### config.mk
export PLATFORM = sky130hd
export DESIGN_NAME = gcd_arbiter
export DESIGN_NICKNAME = d
export VERILOG_FILES = /design/src/rtl/gcd_arbiter.sv
export SDC_FILE = /design/constraint.sdc
export NUM_CORES = 1
export LEC_CHECK = 0
export BUFFER_PORTS_ARGS = -buffer_cell sky130_fd_sc_hd__buf_4
export CAP_MARGIN = 10
export CORE_MARGIN = 2
export CORE_UTILIZATION = 40
export DETAILED_ROUTE_END_ITERATION = 6
export HOLD_SLACK_MARGIN = 0.05
export PLACE_DENSITY = 0.71
export SLEW_MARGIN = 30
export SYNTH_ARGS = -nofsm -noshare
export SYNTH_HDL_FRONTEND = slang
export SYNTH_SLANG_ARGS = --single-unit
### constraint.sdc
create_clock -name clk -period 2.5 [get_ports clk]
set_input_delay 0.25 -clock clk [delete_from_list [all_inputs] [get_ports clk]]
set_output_delay 0.25 -clock clk [all_outputs]
set_load 0.005 [all_outputs]
### src/rtl/gcd_arbiter.sv
// Round-robin arbiter sharing one GCD core among NREQ requesters.
// Issues START, waits for DONE or watchdog expiry, then ACKs the winner.
module gcd_arbiter #(
    parameter int NREQ    = 4,
    parameter int WIDTH   = 8,
    parameter int TIMEOUT = 1023,
    parameter int IDW     = $clog2(NREQ)
) (
    input  logic                  clk,
    input  logic                  rst_n,
    input  logic [NREQ-1:0]       req,
    input  logic [NREQ*WIDTH-1:0] req_a,
    input  logic [NREQ*WIDTH-1:0] req_b,
    output logic [NREQ-1:0]       ack,
    output logic [WIDTH-1:0]      res_y,
    output logic [2*WIDTH-1:0]    res_lcm,
    output logic                  res_error,
    output logic                  res_to,
    output logic [IDW-1:0]        res_id,
    output logic                  busy,
    output logic                  gcd_start,
    output logic [WIDTH-1:0]      gcd_a,
    output logic [WIDTH-1:0]      gcd_b,
    input  logic                  gcd_done,
    input  logic [WIDTH-1:0]      gcd_y,
    input  logic                  gcd_error,
    input  logic [2*WIDTH-1:0]    gcd_lcm
);

    localparam int CW = $clog2(TIMEOUT + 1);
    localparam logic [CW-1:0]   CNT_LAST = CW'(TIMEOUT - 1);
    localparam logic [IDW-1:0]  PTR_INIT = IDW'(NREQ - 1);
    localparam logic [NREQ-1:0] ONE      = NREQ'(1);

    typedef enum logic [1:0] {
        IDLE,
        ISSUE,
        WAIT,
        RESP
    } state_t;

    state_t         state;
    state_t         state_nx;
    logic [IDW-1:0] ptr;
    logic [IDW-1:0] ptr_nx;
    logic [IDW-1:0] id;
    logic [IDW-1:0] id_nx;
    logic [IDW-1:0] win;
    logic [IDW-1:0] idx;
    logic           win_vld;
    logic [CW-1:0]  cnt;
    logic [CW-1:0]  cnt_nx;
    logic           load_ops;
    logic           cap_done;
    logic           cap_to;
    logic [WIDTH-1:0] sel_a;
    logic [WIDTH-1:0] sel_b;

    // First requesting index strictly after the last grant, wrapping.
    always_comb begin
        win     = '0;
        win_vld = 1'b0;
        idx     = '0;
        for (int k = 1; k <= NREQ; k++) begin
            idx = IDW'((int'(ptr) + k) % NREQ);
            if (!win_vld && req[idx]) begin
                win     = idx;
                win_vld = 1'b1;
            end
        end
    end

    assign sel_a = req_a[win*WIDTH +: WIDTH];
    assign sel_b = req_b[win*WIDTH +: WIDTH];

    always_comb begin
        state_nx = state;
        ptr_nx   = ptr;
        id_nx    = id;
        cnt_nx   = cnt;
        load_ops = 1'b0;
        cap_done = 1'b0;
        cap_to   = 1'b0;
        unique case (state)
            IDLE: begin
                if (win_vld) begin
                    state_nx = ISSUE;
                    ptr_nx   = win;
                    id_nx    = win;
                    load_ops = 1'b1;
                end
            end
            ISSUE: begin
                cnt_nx   = '0;
                state_nx = WAIT;
            end
            WAIT: begin
                if (cnt != '1) begin
                    cnt_nx = cnt + CW'(1);
                end
                // A DONE arriving in the expiry cycle still wins.
                if (gcd_done) begin
                    cap_done = 1'b1;
                    state_nx = RESP;
                end else if (cnt == CNT_LAST) begin
                    cap_to   = 1'b1;
                    state_nx = RESP;
                end
            end
            RESP: begin
                state_nx = IDLE;
            end
            default: begin
                state_nx = IDLE;
            end
        endcase
    end

    always_ff @(posedge clk or negedge rst_n) begin
        if (!rst_n) begin
            state <= IDLE;
            ptr   <= PTR_INIT;
            id    <= '0;
            cnt   <= '0;
        end else begin
            state <= state_nx;
            ptr   <= ptr_nx;
            id    <= id_nx;
            cnt   <= cnt_nx;
        end
    end

    always_ff @(posedge clk or negedge rst_n) begin
        if (!rst_n) begin
            gcd_a <= '0;
            gcd_b <= '0;
        end else if (load_ops) begin
            gcd_a <= sel_a;
            gcd_b <= sel_b;
        end
    end

    always_ff @(posedge clk or negedge rst_n) begin
        if (!rst_n) begin
            res_y     <= '0;
            res_lcm   <= '0;
            res_error <= 1'b0;
            res_to    <= 1'b0;
            res_id    <= '0;
        end else begin
            unique case (1'b1)
                cap_done: begin
                    res_y     <= gcd_y;
                    res_lcm   <= gcd_lcm;
                    res_error <= gcd_error;
                    res_to    <= 1'b0;
                    res_id    <= id;
                end
                cap_to: begin
                    res_y     <= '0;
                    res_lcm   <= '0;
                    res_error <= 1'b1;
                    res_to    <= 1'b1;
                    res_id    <= id;
                end
                default: begin
                end
            endcase
        end
    end

    assign gcd_start = (state == ISSUE);
    assign busy      = (state != IDLE);
    assign ack       = (state == RESP) ? (ONE << id) : '0;

endmodule

**Word level (Yosys, flattened, before mapping)**

Cells that the tools add are included.

- Word-level logic and storage cells: 79
- Bits of input ports: 96
- Register bits: 60

- Reduce and logical (&&, ||, !) cells: 14
- Order comparisons: 4
- Multiplexer cells: 34
- Shifts and indexed selects: 3
- Add/sub/neg operators: 5
- Equality and inequality tests: 8

Operators by type and width:

| kind | number |
|---|---|
| $shiftx 32x6->8 | 2 |
| $pmux 16 s2 | 1 |
| $pmux 10 s2 | 1 |
| $pmux 8 s2 | 1 |
| $mux 1 | 15 |
| $mux 2 | 7 |
| $lt 2x3->1 const B | 4 |
| $add 10x1->10 const B | 1 |
| $eq 10x10->1 const B | 1 |
| $mux 10 | 1 |
| $ne 10x10->1 const B | 1 |
| $bmux 1 s2 | 4 |
| $pmux 2 s4 | 1 |
| $reduce_and 2->1 | 3 |
| $reduce_bool 2->1 | 3 |
| $add 2x1->2 const B | 2 |
| $add 2x2->2 const B | 2 |
| $eq 2x2->1 const B | 2 |
| $mux 4 | 1 |
| $ne 2x2->1 const B | 2 |
| $pmux 1 s2 | 2 |
| $shl 1x2->4 const A | 1 |
| $logic_and 1x1->1 | 3 |
| $logic_not 1->1 | 3 |
| 4 further kinds | 4 |

**Longest topological paths before layout**

Gate-level depths: netlist (run 1).

- Depth in word-level cells: 15
- Gate-level depth with buffers: 8

**Worst setup path after synthesis (run 1)**

No wires, ideal clock.

- Path type: register -> register
- From: register state[0]
- To: register state[1]
- Path buffers: 1
- Data required time: 2.372 ns
- Cell stages (with the launch flop): 6
- Arrival: 1.574 ns
- Setup slack: 0.799 ns
- Library setup time: 0.128 ns
- Path through: dfrtp_1 inv_1 ha_1 clkbuf_1 a22o_1 mux2_1

- Longest elaborated chain between the ends: 3
- Elaborated cells between the ends (all ways): 8

RTL lines:

| what | line | source |
|---|---|---|
| from (decl) | 42 | `state_t state;` |
| from (signal assigned) | 126 | `state <= state_nx;` |
| $eq 2x2->1 or $logic_not 2->1 (tied branches) | 84 | `unique case (state)` |
| $ne 3x3->1 (no source line) or $ne 2x2->1 (tied branches) | n/a |  |
| $reduce_and 2->1 (no source line) | n/a |  |

Parallel ways exist; a longest one is shown, timed or not.
A chain may end at the register's enable or synchronous reset.

**Worst setup path in the final report (run 1)**

- From: register state[1]
- To: register gcd_b[3]

- Longest elaborated chain between the ends: 2

RTL lines:

| what | line | source |
|---|---|---|
| $logic_not 2->1 | 84 |  |
| $mux 1 | 84 |  |
| to (signal assigned) | 139 | `gcd_b <= sel_b;` |
| to (decl) | 23 | `output logic [WIDTH-1:0] gcd_b,` |

No other way between the ends.

==> qor.yml, run 1 <==
outcome:
  status: "finished clean"
setup_path:
  critPathMaxFanout: 18
  reg2reg_from: "state[1]$_DFFE_PN0P_"
  required_ns: 2.72
  cp_slowest_cell: "nand2_1"
  path_delay_family: "simple AND/OR/NAND/NOR gates"
  startpoint_type: "flip-flop"
  worst-setup-path-type: "flip-flop to flip-flop"
  crit_chain: "inv_1 -> ha_1 -> inv_1 -> nor2_1 -> nand2_1 -> o221ai_1"
  worst-path-buf-inv: 2
  cp-end-kind: "flip-flop"
  worstSetupStartpoint: "state[1]$_DFFE_PN0P_"
  cp_common_cell: "inv_1"
  cp_slowest_stage_delay_ns: 0.48
  critPathArrivalTime_ns: 2.21
die:
  io-pin-count: 146
  core_um2: 7330
  rows: 31
  initial_core_util_pct: 41.7
  die_w_um: 91.5
  die_area_um2: 8360
  die_y_um: 91.5
sta:
  tightest_slew_ns: 0.751
  period_share_pct: 79.2
  rsz0062_at_grt: "false"
  setup_viol: 0
  relSlewSlack_pct: 49.9
  final_max_slew_viol_count: 0
  hold_viol_final: 0
  max_freq_ghz: 0.505
  fin_skew_ns: 0.00972
  min_period_ns: 1.98
  tns_ns: 0
place:
  gp_congestion: 0.851
  postPlaceCellArea_um2: 4160
  portBuffers: 145
  hpwl_mm: 5.84
synth:
  synth_warnings: 0
  syn-num-nets: 368
  synth_area_um2: 3060
  synthCells: 265
  synth_edf_count: 0
  yosys_register_bits: 60
  avgSynthCellArea_um2: 11.5
  synth-main-ff-cell: "dfrtp_1"
  ys_seq_area_share_pct: 49.2
  asyncSetResetFlopFracSynth_pct: 100
  synth_cell_types: 43
layout:
  regArea_um2: 1500
  final.fill_count: 631
  diodes: 0
  nets: 510
  final_area_um2: 4380
  syn_to_final_growth_pct: 43.3
  drive_gt1_share_pct: 42.0
  multi_input_area_um2: 1380
cts:
  clock_sinks: 60
  htree_levels: 3
  cts_buffers: 9
  clkLatencyLatePin_ns: 0.33
  cts_setup_buffers: 0
  holdBufCountCts: 1
  cts_tree: "built"
  clockBufferDepth: 2
  cts-root-buf: "clkbuf_8"
  cts_resized: 0
  clkTransAtPathRegs_ns: 0.07
global_routing:
  grt_pass1_wl_mm: 12.4
  grt_max_degree: 61
  antenna_found_initial: 0
  grt_pass1_vias: 2463
  gr-total-overflow: 0
  grt_util_all_layers_pct: 18.9
route:
  drt_iter0_drc: 127
  antenna_left: 0
  drc: 0
  vias: 2615
  wl_per_cell_um: 15.5
  routed_wl_mm: 7.94
  drtPass1Iterations: 4
  drt-vias-per-instance: 5.12
job:
  drv_cap: 0
power_and_ir_drop:
  leakage_nw: 2.27
  powerDensity_nw_per_um2: 1080
  vdd_drop_max_mv: 0.535
min_path:
  hp-class: "input port to flip-flop"
  hold_start: "gcd_y[5]"
cell families (layout without fill, tap and decap cells):
family                   count (synthesis)  after routing  share of synthesized area, %
AO/OA/AOI/OAI                           62             62                          17.0
XOR/XNOR                                 7              7                          2.00
adder cells (fa/ha/maj)                  7              7                          2.86
buffers and inverters                   26            173                          6.09
flip-flops                              60             60                          49.2
multiplexers                            36             36                          12.1
AND/OR/NAND/NOR                         67             67                          10.7
path summary, 6_finish.rpt:
| path | endpoint | slack [ns] | cells after the start |
|---|---|---|---|
| worst min-delay path | res_y[5]$_DFFE_PN0P_ | 0.14 | 2 |
| min in group asynchronous | cnt[0]$_DFFE_PN0P_ | 0.52 | 2 |
| max in group asynchronous | state[0]$_DFFE_PN0P_ | 1.46 | 2 |
| worst max register to register | gcd_b[3]$_DFFE_PN0P_ | 0.52 | 6 |
| worst min register to register | gcd_a[7]$_DFFE_PN0P_ | 0.50 | 2 |
| worst max-delay path | gcd_b[3]$_DFFE_PN0P_ | 0.52 | 6 |
synth_stat cells, types with 2 or more instances:
| library cell | n | area (µm²) |
|---|---|---|
| a311oi_2 | 2 | 30.0 |
| inv_1 | 8 | 30.0 |
| a21oi_1 | 6 | 30.0 |
| nand2b_1 | 5 | 31.3 |
| and2_1 | 3 | 18.8 |
| o211ai_1 | 2 | 15.0 |
| dfrtp_1 | 58 | 1450 |
| xor2_1 | 5 | 43.8 |
| o221ai_1 | 16 | 140 |
| xnor2_1 | 2 | 17.5 |
| o22ai_1 | 2 | 12.5 |
| mux2i_1 | 33 | 330 |
| dfstp_2 | 2 | 52.6 |
| nor2b_1 | 3 | 18.8 |
| ha_1 | 7 | 87.6 |
| clkbuf_1 | 5 | 18.8 |
| and4_1 | 2 | 17.5 |
| a22o_1 | 26 | 228 |
| nand2_1 | 29 | 109 |
| nor2_1 | 14 | 52.6 |
| mux2_4 | 2 | 30.0 |
| buf_12 | 3 | 60.1 |
| buf_6 | 4 | 45.0 |
| nand3_1 | 4 | 20.0 |
| buf_2 | 4 | 20.0 |
metal layers:
layer	vias up	wire (µm)	share of wire [%]	global-route usage (%)
met5	-	0	0	0
met3	6	407	5.1	5.23
met4	0	91	1.1	6.19
li1	1263	-	-	-
met2	68	4010	50	29.6
met1	1278	3430	43	25.5
flip-flops by register name, indices dropped and copies added, names as in the netlist:
| name | flops |
|---|---|
| id | 2 |
| state | 2 |
| res_to | 1 |
| res_id | 2 |
| res_y | 8 |
| gcd_b | 8 |
| ptr | 2 |
| cnt | 10 |
| gcd_a | 8 |
| res_error | 1 |
| res_lcm | 16 |
layout make-up:
class                   count  share of cell area [%]
flip-flops and latches     60                    34.3
multi-input cells         179                    31.4
repair buffers            149                    25.9
clock buffers              11                    3.22
well taps                  99                    2.83
clock inverters             5                    1.71
inverters                   8                   0.685
layout by cell type, fill, tap and decap left out, types with 3 or more instances in the layout:
cell type	Yosys	final
buf_4	1	147
o221ai_1	16	16
a21oi_1	6	6
and2_1	3	3
nand2b_1	5	5
nor2_1	14	14
mux2i_1	33	33
ha_1	7	7
clkinv_2	0	3
a22o_1	26	26
xor2_1	5	5
clkbuf_8	0	10
dfrtp_1	58	58
inv_1	8	8
nand3_1	4	4
nand2_1	29	29
nor2b_1	3	3
through the flow:
stage / hold slack (ns) / std cells / util (%) / power (mW) / setup WS (ns)
floorplan: -0.0456 / 265 / - / 2.95 / 0.799
global placement: 0.372 / 494 / 56.7 / 3.77 / 0.624
detailed placement: 0.373 / 494 / 56.7 / 3.83 / 0.499
CTS: 0.119 / 511 / 59.8 / 4.80 / 0.485
global route: 0.114 / 511 / 59.8 / 5.10 / 0.224
finish: 0.140 / 511 / 59.8 / 4.74 / 0.519
where the power goes:
group	total, mW	internal [mW]	switching (mW)
combinational	2.12	1.15	0.964
sequential	1.67	1.40	0.274
clock	0.950	0.584	0.366
No activity file was read; power rests on OpenSTA's default activity.
==> inputs of run 2 (changes only) <==
- PLACE_DENSITY: 0.71 -> 0.73
- clock period: 2.5 -> 1.7 ns (I/O delays scaled with it)
==> run 2 against run 1 <==
  * Critical path type unchanged
  * Die area is the same
  * Critical path depth is 1 higher
  * Count of clock-buffer cells in the layout stayed put
  * Register-to-register slack worse by 0.56 ns
  * Clock skew rose by 0.0017 ns
  * Non-clock buffer count grew 30
  * Combinational power grew 79%
  * The run now ends with negative setup slack left
  * Routed wire length rose by 12%
  * Via count up 4.9%
  * Core utilization up 5.0 points
  * Clock power up 29%
==> qor.yml, run 2 (same netlist as run 1, synthesis figures left out) <==
setup_path:
  reg2reg_from: "ptr[0]$_DFFE_PN1P_"
  cp-end-kind: "flip-flop"
  worst-setup-path-type: "flip-flop to flip-flop"
  r2r_setup_slack_ns: -0.05
  r2r_end: "gcd_a[4]$_DFFE_PN0P_"
  path_delay_family: "flip-flops"
  critPathMaxFanout: 8
  worst-r2r-cell-count: 7
  critPathArrivalTime_ns: 1.94
  worst-path-buf-inv: 2
  cp_slowest_stage_delay_ns: 0.56
  cp_slowest_cell: "dfstp_2"
  required_ns: 1.89
  startpoint_type: "flip-flop"
  crit_chain: "nand2b_4 -> a21oi_2 -> a211oi_4 -> buf_6 -> buf_12 -> mux2i_1 -> o221ai_1"
route:
  routed_wl_mm: 8.91
  vias: 2744
  drtPass1Iterations: 4
  drc: 0
  drt-vias-per-instance: 5.07
  antenna_left: 0
  drt_iter0_drc: 80
  wl_per_cell_um: 16.5
global_routing:
  gr-total-overflow: 0
  antenna_found_initial: 0
  grt_pass1_vias: 2821
  grt_util_all_layers_pct: 21.0
  grt_pass1_wl_mm: 13.9
  grt_max_degree: 36
min_path:
  hold_start: "gcd_y[5]"
  hp-class: "input port to flip-flop"
  hold_depth: 2
  min_delay_worst_endpoint: "res_y[5]$_DFFE_PN0P_"
sta:
  setup_viol: 10
  min_period_ns: 1.75
  max_freq_ghz: 0.573
  hold_viol_final: 0
  tns_ns: -0.190
  tightest_slew_ns: 0.466
  rsz0062_at_grt: "true"
  final_max_slew_viol_count: 0
  fin_skew_ns: 0.0114
  hold_ws_ns: 0.0626
  relSlewSlack_pct: 68.8
  setup_slack_ns: -0.0454
  period_share_pct: 103
power_and_ir_drop:
  leakage_nw: 2.42
  vdd_drop_max_mv: 0.805
  powerDensity_nw_per_um2: 1580
job:
  drv_cap: 0
layout:
  diodes: 0
  nets: 540
  reg_top3: "res_lcm x16, cnt x10"
  regArea_um2: 1500
  syn_to_final_growth_pct: 55.3
  final.fill_count: 578
  final_common_cell: "buf_4"
  final_area_um2: 4750
  multi_input_area_um2: 1470
  utilization_pct: 64.8
  drive_gt1_share_pct: 48.2
  mostFrequentLayoutCells: "167 x buf_4, 58 x dfrtp_1, 29 x nand2_1, 29 x mux2i_1, 26 x a22o_1"
  regMostFlops: "res_lcm"
  largest_register_ffs: 16
cts:
  htree_levels: 3
  cts_buffers: 9
  clockBufferDepth: 2
  clkLatencyLatePin_ns: 0.33
  cts-root-buf: "clkbuf_8"
  clock_sinks: 60
  clkTransAtPathRegs_ns: 0.07
  cts_tree: "built"
place:
  post-place-ws_ns: -0.171
  hpwl_mm: 6.43
  portBuffers: 145
  postPlaceCellArea_um2: 4370
  gp_congestion: 0.964
die:
  die_area_um2: 8360
  io-pin-count: 146
  die_w_um: 91.5
  die_y_um: 91.5
  core_um2: 7330
  initial_core_util_pct: 41.7
  rows: 31
outcome:
  status: "finished, violations left"
  violations: "negative setup slack"
[run 2: cell types whose count changed in the layout (fill, tap and decap cells not counted), sizes merged]
cell and change:
dlygate4sd3 +3, buf +27, clkinvlp +1, bufinv -1
[run 2: per-stage QoR]
stage	instances	power, mW
CTS	537	7.43
global route	541	8.01
global placement	515	5.84
finish	541	7.49
floorplan	265	4.34
detailed placement	515	5.94
[run 2: power breakdown]
part / total [mW] / internal, mW / switching (mW)
clock: 1.23 / 0.671 / 0.560
combinational: 3.80 / 2.17 / 1.63
sequential: 2.46 / 2.06 / 0.408
[run 2: worst max path at each step]
stage                      endpoint            startpoint  cells after the start
6_report       gcd_a[4]$_DFFE_PN0P_    ptr[0]$_DFFE_PN1P_                      7
5_1_grt        gcd_a[4]$_DFFE_PN0P_    ptr[0]$_DFFE_PN1P_                      7
4_1_cts        gcd_b[5]$_DFFE_PN0P_    ptr[0]$_DFFE_PN1P_                      7
3_5_place_dp   gcd_b[1]$_DFFE_PN0P_    ptr[0]$_DFFE_PN1P_                      6
3_3_place_gp   gcd_b[3]$_DFFE_PN0P_    ptr[0]$_DFFE_PN1P_                      6
2_1_floorplan    cnt[6]$_DFFE_PN0P_  state[0]$_DFFE_PN0P_                      7
[run 2: timing repair]
item | 4_1_cts | 5_1_grt
pin swaps | 4 | 7
cloned | 2 | 0
setup endpoints to repair | 16 | 21
hold buffers | 1 | 3
setup buffers | 3 | 2
hold endpoints to repair | 33 | 3
resized for setup | 6 | 16
[run 2: worst reg2reg max path, cell delays in order (launching register included)]
cell      delay, ns
dfstp_2        0.56
nand2b_4       0.13
a21oi_2        0.06
a211oi_4       0.19
buf_6          0.17
buf_12         0.15
mux2i_1        0.22
o221ai_1       0.13
[run 2: area by class of cell]
class | instances | share of cell area, %
Sequential cell | 60 | 31.7
Multi-Input combinational cell | 179 | 30.8
Timing Repair Buffer | 179 | 30.4
Clock buffer | 11 | 2.77
Tap cell | 99 | 2.61
Clock inverter | 5 | 1.11
Inverter | 8 | 0.632
[run 2: per-layer routing]
metal / global-route usage (%) / wire length, µm / vias to the layer above
met5: 0 / 0 / -
met4: 8.46 / 161 / 0
met3: 3.15 / 255 / 14
met2: 35.2 / 4700 / 63
met1: 27.1 / 3790 / 1352
li1: - / - / 1315
==> inputs of run 3 (changes only) <==
- CORE_MARGIN: 2 -> unset
==> run 3 against run 2 <==
  * The run still ends with negative setup slack left
  * Die area shrank 4.3%
  * Global-route usage shrank 0.46 points
  * Fmax shrank 0.24%
  * Critical path depth is the same
  * Non-clock buffer count grew 2
  * Core utilization grew 0.43 points
  * Routed wire length shrank 3.9%
  * Combinational power is essentially flat
  * Cell count grew 0.37%
  * Sequential share of layout area shrank 0.21 points
  * Count of clock-buffer cells in the layout shrank 2
  * Largest cell class unchanged
  * Largest power group unchanged
==> qor.yml, run 3 (same netlist as run 1, synthesis figures left out) <==
route:
  wl_met1_mm: 3.68
  wl_per_cell_um: 15.8
  dr_wl_met2_mm: 4.40
  routed.top_layer: "met4"
  antenna_left: 0
  drc: 0
  drtPass1Iterations: 4
  drt_iter0_drc: 79
  drt-vias-per-instance: 5.10
  routed_wl_mm: 8.56
  vias: 2767
  wl_met3_um: 340
setup_path:
  startpoint_type: "flip-flop"
  critPathArrivalTime_ns: 1.96
  worst-setup-path-type: "flip-flop to flip-flop"
  crit_chain: "nand2b_4 -> a21oi_2 -> a211oi_4 -> buf_6 -> buf_12 -> mux2i_1 -> o221ai_1"
  cp_slowest_cell: "dfstp_2"
  required_ns: 1.91
  cp-end-kind: "flip-flop"
  critPathMaxFanout: 11
  cp_slowest_stage_delay_ns: 0.57
  worst-r2r-cell-count: 7
  path_delay_family: "flip-flops"
  crit_cells: 7
  worst-path-buf-inv: 2
die:
  initial_core_util_pct: 41.7
  die_y_um: 89.5
  rows: 31
  die_w_um: 89.5
  die_area_um2: 8000
  io-pin-count: 146
  core_um2: 7330
sta:
  hold_viol_final: 0
  setup_slack_ns: -0.0495
  max_freq_ghz: 0.572
  relSlewSlack_pct: 48.9
  final_max_slew_viol_count: 0
  tightest_slew_ns: 0.766
  rsz0062_at_grt: "true"
  setup_viol: 11
  min_period_ns: 1.75
  fin_skew_ns: 0.00753
  period_share_pct: 103
cts:
  clock_sinks: 60
  cts_tree: "built"
  cts_buffers: 9
  clkTransAtPathRegs_ns: 0.08
  clockBufferDepth: 2
  clkLatencyLatePin_ns: 0.34
  cts-root-buf: "clkbuf_8"
  htree_levels: 3
global_routing:
  grt_pass1_wl_mm: 12.3
  grt_max_degree: 61
  antenna_found_initial: 0
  grt_pass1_vias: 2625
  gr-total-overflow: 0
  grt_util_all_layers_pct: 20.5
power_and_ir_drop:
  powerDensity_nw_per_um2: 1570
  totalPowerFinal_mw: 7.53
  vdd_drop_max_mv: 0.742
  leakage_nw: 2.44
layout:
  diodes: 0
  mostFrequentLayoutCells: "162 x buf_4, 58 x dfrtp_1, 31 x mux2i_1, 29 x nand2_1, 26 x a22o_1"
  syn_to_final_growth_pct: 56.3
  largest_register_ffs: 16
  reg_top3: "res_lcm x16, cnt x10"
  drive_gt1_share_pct: 46.8
  nets: 542
  regMostFlops: "res_lcm"
  final_common_cell: "buf_4"
place:
  gp_congestion: 0.759
  hpwl_mm: 6.04
  portBuffers: 145
  post-place-ws_ns: -0.173
outcome:
  violations: "negative setup slack"
  status: "finished, violations left"
min_path:
  hp-class: "input port to flip-flop"
  hold_depth: 2
job:
  drv_cap: 0
==> run 3: timing repair <==
action                                  4_1_cts  5_1_grt
hold endpoints to repair                     68        0
hold buffers                                 11        0
gates cloned                                  1        0
buffers inserted                              1        2
pin swaps                                     2        5
resized for setup                             7       12
endpoints found under the setup margin       17       28
==> run 3: worst paths after layout <==
kind / slack (ns) / from / end
max: -0.05 / ptr[0]$_DFFE_PN1P_ / gcd_a[0]$_DFFE_PN0P_
min: 0.06 / gcd_lcm[8] / res_lcm[8]$_DFFE_PN0P_
max reg2reg: -0.05 / ptr[0]$_DFFE_PN1P_ / gcd_a[0]$_DFFE_PN0P_
min reg2reg: 0.49 / gcd_b[7]$_DFFE_PN0P_ / gcd_b[7]$_DFFE_PN0P_
max in group asynchronous: 0.75 / rst_n / res_lcm[9]$_DFFE_PN0P_
min in group asynchronous: 0.45 / rst_n / cnt[9]$_DFFE_PN0P_
==> run 3: stage by stage <==
stage               TNS (ns)  instance area [µm²]  instances  util (%)  hold WS [ns]
finish                -0.271                 4780        543      65.2        0.0579
global route           -1.73                 4780        543      65.2        0.0544
CTS                   -0.217                 4720        541      64.3        0.0502
detailed placement     -2.16                 4340        512      59.2         0.303
global placement      -0.918                 4340        512      59.2         0.298
floorplan                  0                 3060        265         -        -0.126
==> run 3: area by class of cell <==
| cell class | count | area [µm²] |
|---|---|---|
| Clock inverter | 7 | 76.3 |
| Multi-Input combinational cell | 179 | 1440 |
| Inverter | 8 | 30.0 |
| Tap cell | 99 | 124 |
| Sequential cell | 60 | 1500 |
| Clock buffer | 9 | 124 |
| Fill cell | 592 | 2550 |
| Timing Repair Buffer | 181 | 1490 |
==> run 3: where the power goes <==
part           switching (mW)  internal (mW)  leakage [nW]  total (mW)
clock                   0.610          0.683        0.0958        1.29
sequential              0.388           2.05         0.750        2.44
combinational            1.62           2.18          1.59        3.79
total                    2.61           4.91          2.44        7.53
==> run 3: routing by layer <==
metal	up-vias	track usage [%]
met2	70	33.9
met3	11	3.88
met4	0	9.67
li1	1319	-
met5	-	0
met1	1367	26.0
==> run 3: worst reg2reg max path, delay by kind of cell, from the launching register on <==
kind            cells  cell delay, ns
mux                 1            0.23
compound gates      3            0.36
simple gates        1            0.14
buf+inv             2            0.32
flops               1            0.57
